File: src/rtl/instr_fetch.sv
// Instruction fetch stage feeding instr_dec: holds the PC, reads a synchronous
// instruction memory and hands each word over on the triggered/trigger handshake.
`ifndef INSTR_WIDTH
`define INSTR_WIDTH 12
`endif

module instr_fetch #(
    parameter int                     INSTR_WIDTH = `INSTR_WIDTH,
    parameter int                     ADDR_WIDTH  = 8,
    parameter logic [INSTR_WIDTH-1:0] HALT_WORD   = 12'hFFF
) (
    input  logic                   clk,
    input  logic                   rst,
    output logic                   mem_rd_en,
    output logic [ADDR_WIDTH-1:0]  mem_addr,
    input  logic [INSTR_WIDTH-1:0] mem_rdata,
    output logic [INSTR_WIDTH-1:0] instr,
    output logic                   triggered,
    input  logic                   trigger,
    output logic                   check_busy,
    input  logic                   indicate_busy,
    input  logic                   branch_en,
    input  logic [ADDR_WIDTH-1:0]  branch_addr,
    output logic [ADDR_WIDTH-1:0]  pc,
    output logic                   halted
);

    localparam logic [2:0] FETCH   = 3'd0;
    localparam logic [2:0] WAIT    = 3'd1;
    localparam logic [2:0] PRESENT = 3'd2;
    localparam logic [2:0] HOLD    = 3'd3;
    localparam logic [2:0] HALT    = 3'd4;

    logic [2:0]             state_r;
    logic [2:0]             state_s;
    logic [ADDR_WIDTH-1:0]  pc_r;
    logic [ADDR_WIDTH-1:0]  pc_s;
    logic [INSTR_WIDTH-1:0] instr_r;
    logic [INSTR_WIDTH-1:0] instr_s;
    logic                   rd_en_r;
    logic                   trig_r;
    logic                   chk_busy_r;
    logic                   halted_r;
    logic                   xfer_s;

    // Next state, next PC and instruction capture; a branch overrides everything
    always_comb begin
        state_s = state_r;
        pc_s    = pc_r;
        instr_s = instr_r;
        xfer_s  = trig_r & trigger;
        if (branch_en) begin
            state_s = FETCH;
            pc_s    = branch_addr;
        end else begin
            case (state_r)
                FETCH: begin
                    // FETCH without a read on the bus only happens straight out of reset
                    if (rd_en_r) begin
                        state_s = WAIT;
                    end else begin
                        state_s = FETCH;
                    end
                end
                WAIT: begin
                    instr_s = mem_rdata;
                    pc_s    = pc_r + ADDR_WIDTH'(1);
                    state_s = PRESENT;
                end
                PRESENT: begin
                    if (!xfer_s) begin
                        state_s = PRESENT;
                    end else if (instr_r == HALT_WORD) begin
                        state_s = HALT;
                    end else if (indicate_busy) begin
                        state_s = HOLD;
                    end else begin
                        state_s = FETCH;
                    end
                end
                HOLD: begin
                    if (indicate_busy) begin
                        state_s = HOLD;
                    end else begin
                        state_s = FETCH;
                    end
                end
                HALT: begin
                    state_s = HALT;
                end
                default: begin
                    state_s = FETCH;
                end
            endcase
        end
    end

    // State register; outputs are registered from the next state so none is combinational
    always_ff @(posedge clk) begin
        if (rst) begin
            state_r    <= FETCH;
            pc_r       <= ADDR_WIDTH'(0);
            instr_r    <= INSTR_WIDTH'(0);
            rd_en_r    <= 1'b0;
            trig_r     <= 1'b0;
            chk_busy_r <= 1'b0;
            halted_r   <= 1'b0;
        end else begin
            state_r    <= state_s;
            pc_r       <= pc_s;
            instr_r    <= instr_s;
            rd_en_r    <= (state_s == FETCH);
            trig_r     <= (state_s == PRESENT);
            chk_busy_r <= (state_s == PRESENT) || (state_s == HOLD);
            halted_r   <= (state_s == HALT);
        end
    end

    assign mem_rd_en  = rd_en_r;
    assign mem_addr   = pc_r;
    assign pc         = pc_r;
    assign instr      = instr_r;
    assign triggered  = trig_r;
    assign check_busy = chk_busy_r;
    assign halted     = halted_r;

endmodule

File: config.mk
export PLATFORM = sky130hd
export DESIGN_NAME = instr_fetch
export DESIGN_NICKNAME = d
export VERILOG_FILES = /design/src/rtl/instr_fetch.sv
export SDC_FILE = /design/constraint.sdc
export NUM_CORES = 1
export LEC_CHECK = 0
export ABC_AREA = 1
export CAP_MARGIN = 30
export CORE_MARGIN = 2
export CORE_UTILIZATION = 45
export CTS_BUF_LIST = sky130_fd_sc_hd__clkbuf_2
export CTS_CLUSTER_DIAMETER = 60
export DETAILED_ROUTE_END_ITERATION = 12
export PLACE_DENSITY = 0.92
export SLEW_MARGIN = 20
export SYNTH_ARGS = -nofsm -noshare
export SYNTH_HDL_FRONTEND = slang
export SYNTH_SLANG_ARGS = --single-unit
File: constraint.sdc
create_clock -name clk -period 1.8 [get_ports clk]
set_input_delay 0.36 -clock clk [delete_from_list [all_inputs] [get_ports clk]]
set_output_delay 0.36 -clock clk [all_outputs]
set_load 0.02 [all_outputs]
==> results.py <==
metrics = {
    "outcome": {
        "status": "finished clean",
    },
    "floorplan": {
        "floorplan.die.height_microns": 57.18,
        "start_util": 0.4695,
        "placeableCoreArea_sq_mm": 0.002710,
        "ioPinCount": 57,
        "die_ar_sq_mm": 0.003269,
        "chipWidth_microns": 57.18,
        "rows": 19,
    },
    "worst_setup_path": {
        "cpLargestDelayFamily": "buffers and inverters",
        "critPathLaunchType": "flop",
        "path_class": "flop to primary output",
        "critical_path.max_stage_delay_ns": 0.61,
        "worst_ep_required_time_ns": 1.44,
        "crit_chain": "clkdlybuf4s50_1",
        "cp_max_fo": 3,
        "timing.critical_path.buf_inv": 1,
        "crit_arrival_ns": 1.40,
        "end_kind": "primary output",
        "crit_slowest_cell": "sky130_fd_sc_hd__clkdlybuf4s50_1",
    },
    "timing": {
        "finClkSkew_ns": 0.008289,
        "slew_violations": 0,
        "layout_setup_ws_ns": 0.04232,
        "finalCriticalPeriod_ns": 1.758,
        "timing.slew.headroom": 0.7397,
        "hold_viol": 0,
        "worst_pin_slew_ns": 0.3901,
        "final.period_utilization": 0.9765,
        "setup_viol_count_final": 0,
        "max_freq_ghz": 0.5689,
    },
    "placed_design": {
        "finalWeightedCongestion": 0.7728,
        "place.detailed.hpwl_microns": 2446,
        "pre_cts_ws_ns": 0.1292,
        "port_buffers": 56,
    },
    "grt": {
        "first_pass_grt_wire_length_microns": 5471,
        "grt_antenna_before_repair": 0,
        "first_global_vias": 1279,
        "globalRouteTotalUtil": 0.2173,
        "grt_overflow_total": 0,
        "grt_start_max_net_pins": 16,
    },
    "clock_network": {
        "cts_post_setup_buffers_inserted": 0,
        "source_to_sink_clock_delay_at_the_later_pin_of_the_worst_skew_pair_ns": 0.36,
        "cts_sinks": 27,
        "cts_tree": "yes",
        "path_clk_slew_ns": 0.25,
        "cts.path.max_buffers": 2,
        "cts_htree_levels": 1,
        "tritoncts.num_buffers": 3,
        "ctsRootBufferMaster": "sky130_fd_sc_hd__clkbuf_2",
    },
    "yosys": {
        "synth.cell_area_sq_mm": 0.001272,
        "post_synth.cell_area_avg_sq_um": 7.109,
        "yosys.cell_count.top_type": "sky130_fd_sc_hd__nor2_1",
        "synthesis.nets": 205,
        "synth.ff_latch_count": 27,
        "seq_area_frac_synth": 0.4248,
        "yosys-top-cells-area": "sky130_fd_sc_hd__dfxtp_1, sky130_fd_sc_hd__nor2_1, sky130_fd_sc_hd__nand2_1",
        "synth_enable_flop_cells": 0,
        "synth_top_area_share": 0.4248,
        "ys_warn_count": 0,
        "synth_largest_area_cell": "sky130_fd_sc_hd__dfxtp_1",
        "ys_types": 21,
        "synth.top_cells.by_count": "sky130_fd_sc_hd__nor2_1, sky130_fd_sc_hd__nand2_1, sky130_fd_sc_hd__dfxtp_1",
        "syn-instance-count": 179,
        "synth-async-reset-ratio": 0,
        "synth_top_flop_cell": "sky130_fd_sc_hd__dfxtp_1",
    },
    "detailed_routing": {
        "route.detailed.drc": 0,
        "detail-route-antenna-nets": 0,
        "drt_iter0_drc": 34,
        "count_of_vias_placed_by_the_detailed_router": 1313,
        "post_drt_via_cell_ratio": 5.031,
        "drtPass1Iterations": 4,
        "wirelength_microns": 3348,
        "route.detailed.wl_per_inst_microns": 12.83,
    },
    "power": {
        "power_per_standard_cell_area_mw_per_mm2": 608.3,
        "worst_ir_drop_vdd_mv": 0.4683,
        "static-leakage-power_nw": 1.043,
    },
    "cells_and_area": {
        "fill_cells": 226,
        "final_core_area_utilization": 0.6888,
        "areaGrowthSynthToFinish_pct": 46.71,
        "antenna_cells": 0,
        "drive_gt1_frac": 0.06957,
        "nets": 257,
    },
    "worst_hold_path": {
        "worst_hold_path_type": "input port to flop",
    },
    "flow_run": {
        "cap_violations": 0,
    },
}
path summary, 6_finish.rpt:
kind / start / end / slack, ns / depth (start not counted)
setup / recovery: instr[7] / instr[7] / 0.04 / 1
setup reg to reg: state_r[0] / mem_addr[0] / 0.41 / 7
hold / removal: mem_rdata[3] / instr[3] / 0.53 / 3
hold reg to reg: mem_addr[2] / mem_addr[2] / 0.57 / 2
final cells by class:
cell class / instances / area (sq um) / area share
Clock buffer: 4 / 20.02 / 0.01072
Tap cell: 31 / 38.79 / 0.02078
Sequential cell: 27 / 544.3 / 0.2916
Timing Repair Buffer: 60 / 616.8 / 0.3304
Multi-Input combinational cell: 126 / 598.1 / 0.3204
Inverter: 13 / 48.80 / 0.02614
routing by layer:
metal | part of all wire | track usage | vias up
li1 | - | - | 663
met1 | 0.41 | 0.2447 | 606
met2 | 0.53 | 0.3760 | 34
met3 | 0.032 | 0.02721 | 10
met4 | 0.036 | 0.1561 | 0
met5 | 0 | 0 | -
report_power, final:
part | internal (W) | switching (W) | leakage, nW
clock | 0.0000586 | 0.000181 | 0.0166
sequential | 0.000626 | 0.0000247 | 0.221
combinational | 0.000122 | 0.000124 | 0.805
total | 0.000806 | 0.000330 | 1.04
stage by stage:
step	std cells	setup TNS [ns]	instance area, sq um	power [W]	hold WS, ns
2_1_floorplan	179	0	1272	0.0007878	0.4294
3_3_place_gp	257	0	1817	0.0009104	0.5158
3_5_place_dp	257	0	1817	0.0009179	0.5233
4_1_cts	261	0	1829	0.001146	0.5175
5_1_grt	261	-0.001091	1867	0.001181	0.5310
6_report	261	0	1867	0.001136	0.5345
layout by cell type (no fill, tap or decap):
master | synthesis | layout
sky130_fd_sc_hd__a211oi_1 | 1 | 1
sky130_fd_sc_hd__a21oi_1 | 6 | 6
sky130_fd_sc_hd__a31oi_1 | 3 | 3
sky130_fd_sc_hd__buf_4 | 9 | 4
sky130_fd_sc_hd__clkbuf_2 | 0 | 4
sky130_fd_sc_hd__clkdlybuf4s50_1 | 0 | 32
sky130_fd_sc_hd__dfxtp_1 | 27 | 24
sky130_fd_sc_hd__dfxtp_2 | 0 | 3
sky130_fd_sc_hd__dlygate4sd2_1 | 0 | 9
sky130_fd_sc_hd__dlymetal6s2s_1 | 0 | 15
sky130_fd_sc_hd__ha_1 | 1 | 1
sky130_fd_sc_hd__inv_1 | 11 | 11
sky130_fd_sc_hd__inv_2 | 2 | 2
sky130_fd_sc_hd__nand2_1 | 32 | 32
sky130_fd_sc_hd__nand2_4 | 1 | 1
sky130_fd_sc_hd__nand3_1 | 9 | 9
sky130_fd_sc_hd__nor2_1 | 43 | 43
sky130_fd_sc_hd__nor2_4 | 1 | 1
sky130_fd_sc_hd__nor2_8 | 1 | 1
sky130_fd_sc_hd__nor3_1 | 2 | 2
sky130_fd_sc_hd__o21ai_0 | 20 | 20
sky130_fd_sc_hd__or2_0 | 1 | 1
sky130_fd_sc_hd__xnor2_1 | 1 | 1
sky130_fd_sc_hd__xor2_1 | 4 | 4
flip-flops by register name, indices dropped and copies added, names as in the netlist:
register / cells
mem_rd_en: 1
triggered: 1
check_busy: 1
halted: 1
state_r: 3
mem_addr: 8
instr: 12
cells by family after synthesis:
kind of cell,count (synthesis),share of synthesized area
AO/OA/AOI/OAI,30,0.1229
XOR/XNOR,5,0.03441
adder cells (fa/ha/maj),1,0.009831
buffers and inverters,26,0.1052
flip-flops,27,0.4248
AND/OR/NAND/NOR,90,0.3029
timing repair:
action | CTS | global route
endpoints found under the setup margin | 12 | 15
hold buffers | 0 | 0
gates resized for setup | 12 | 15
No activity file was read; power rests on OpenSTA's default activity.
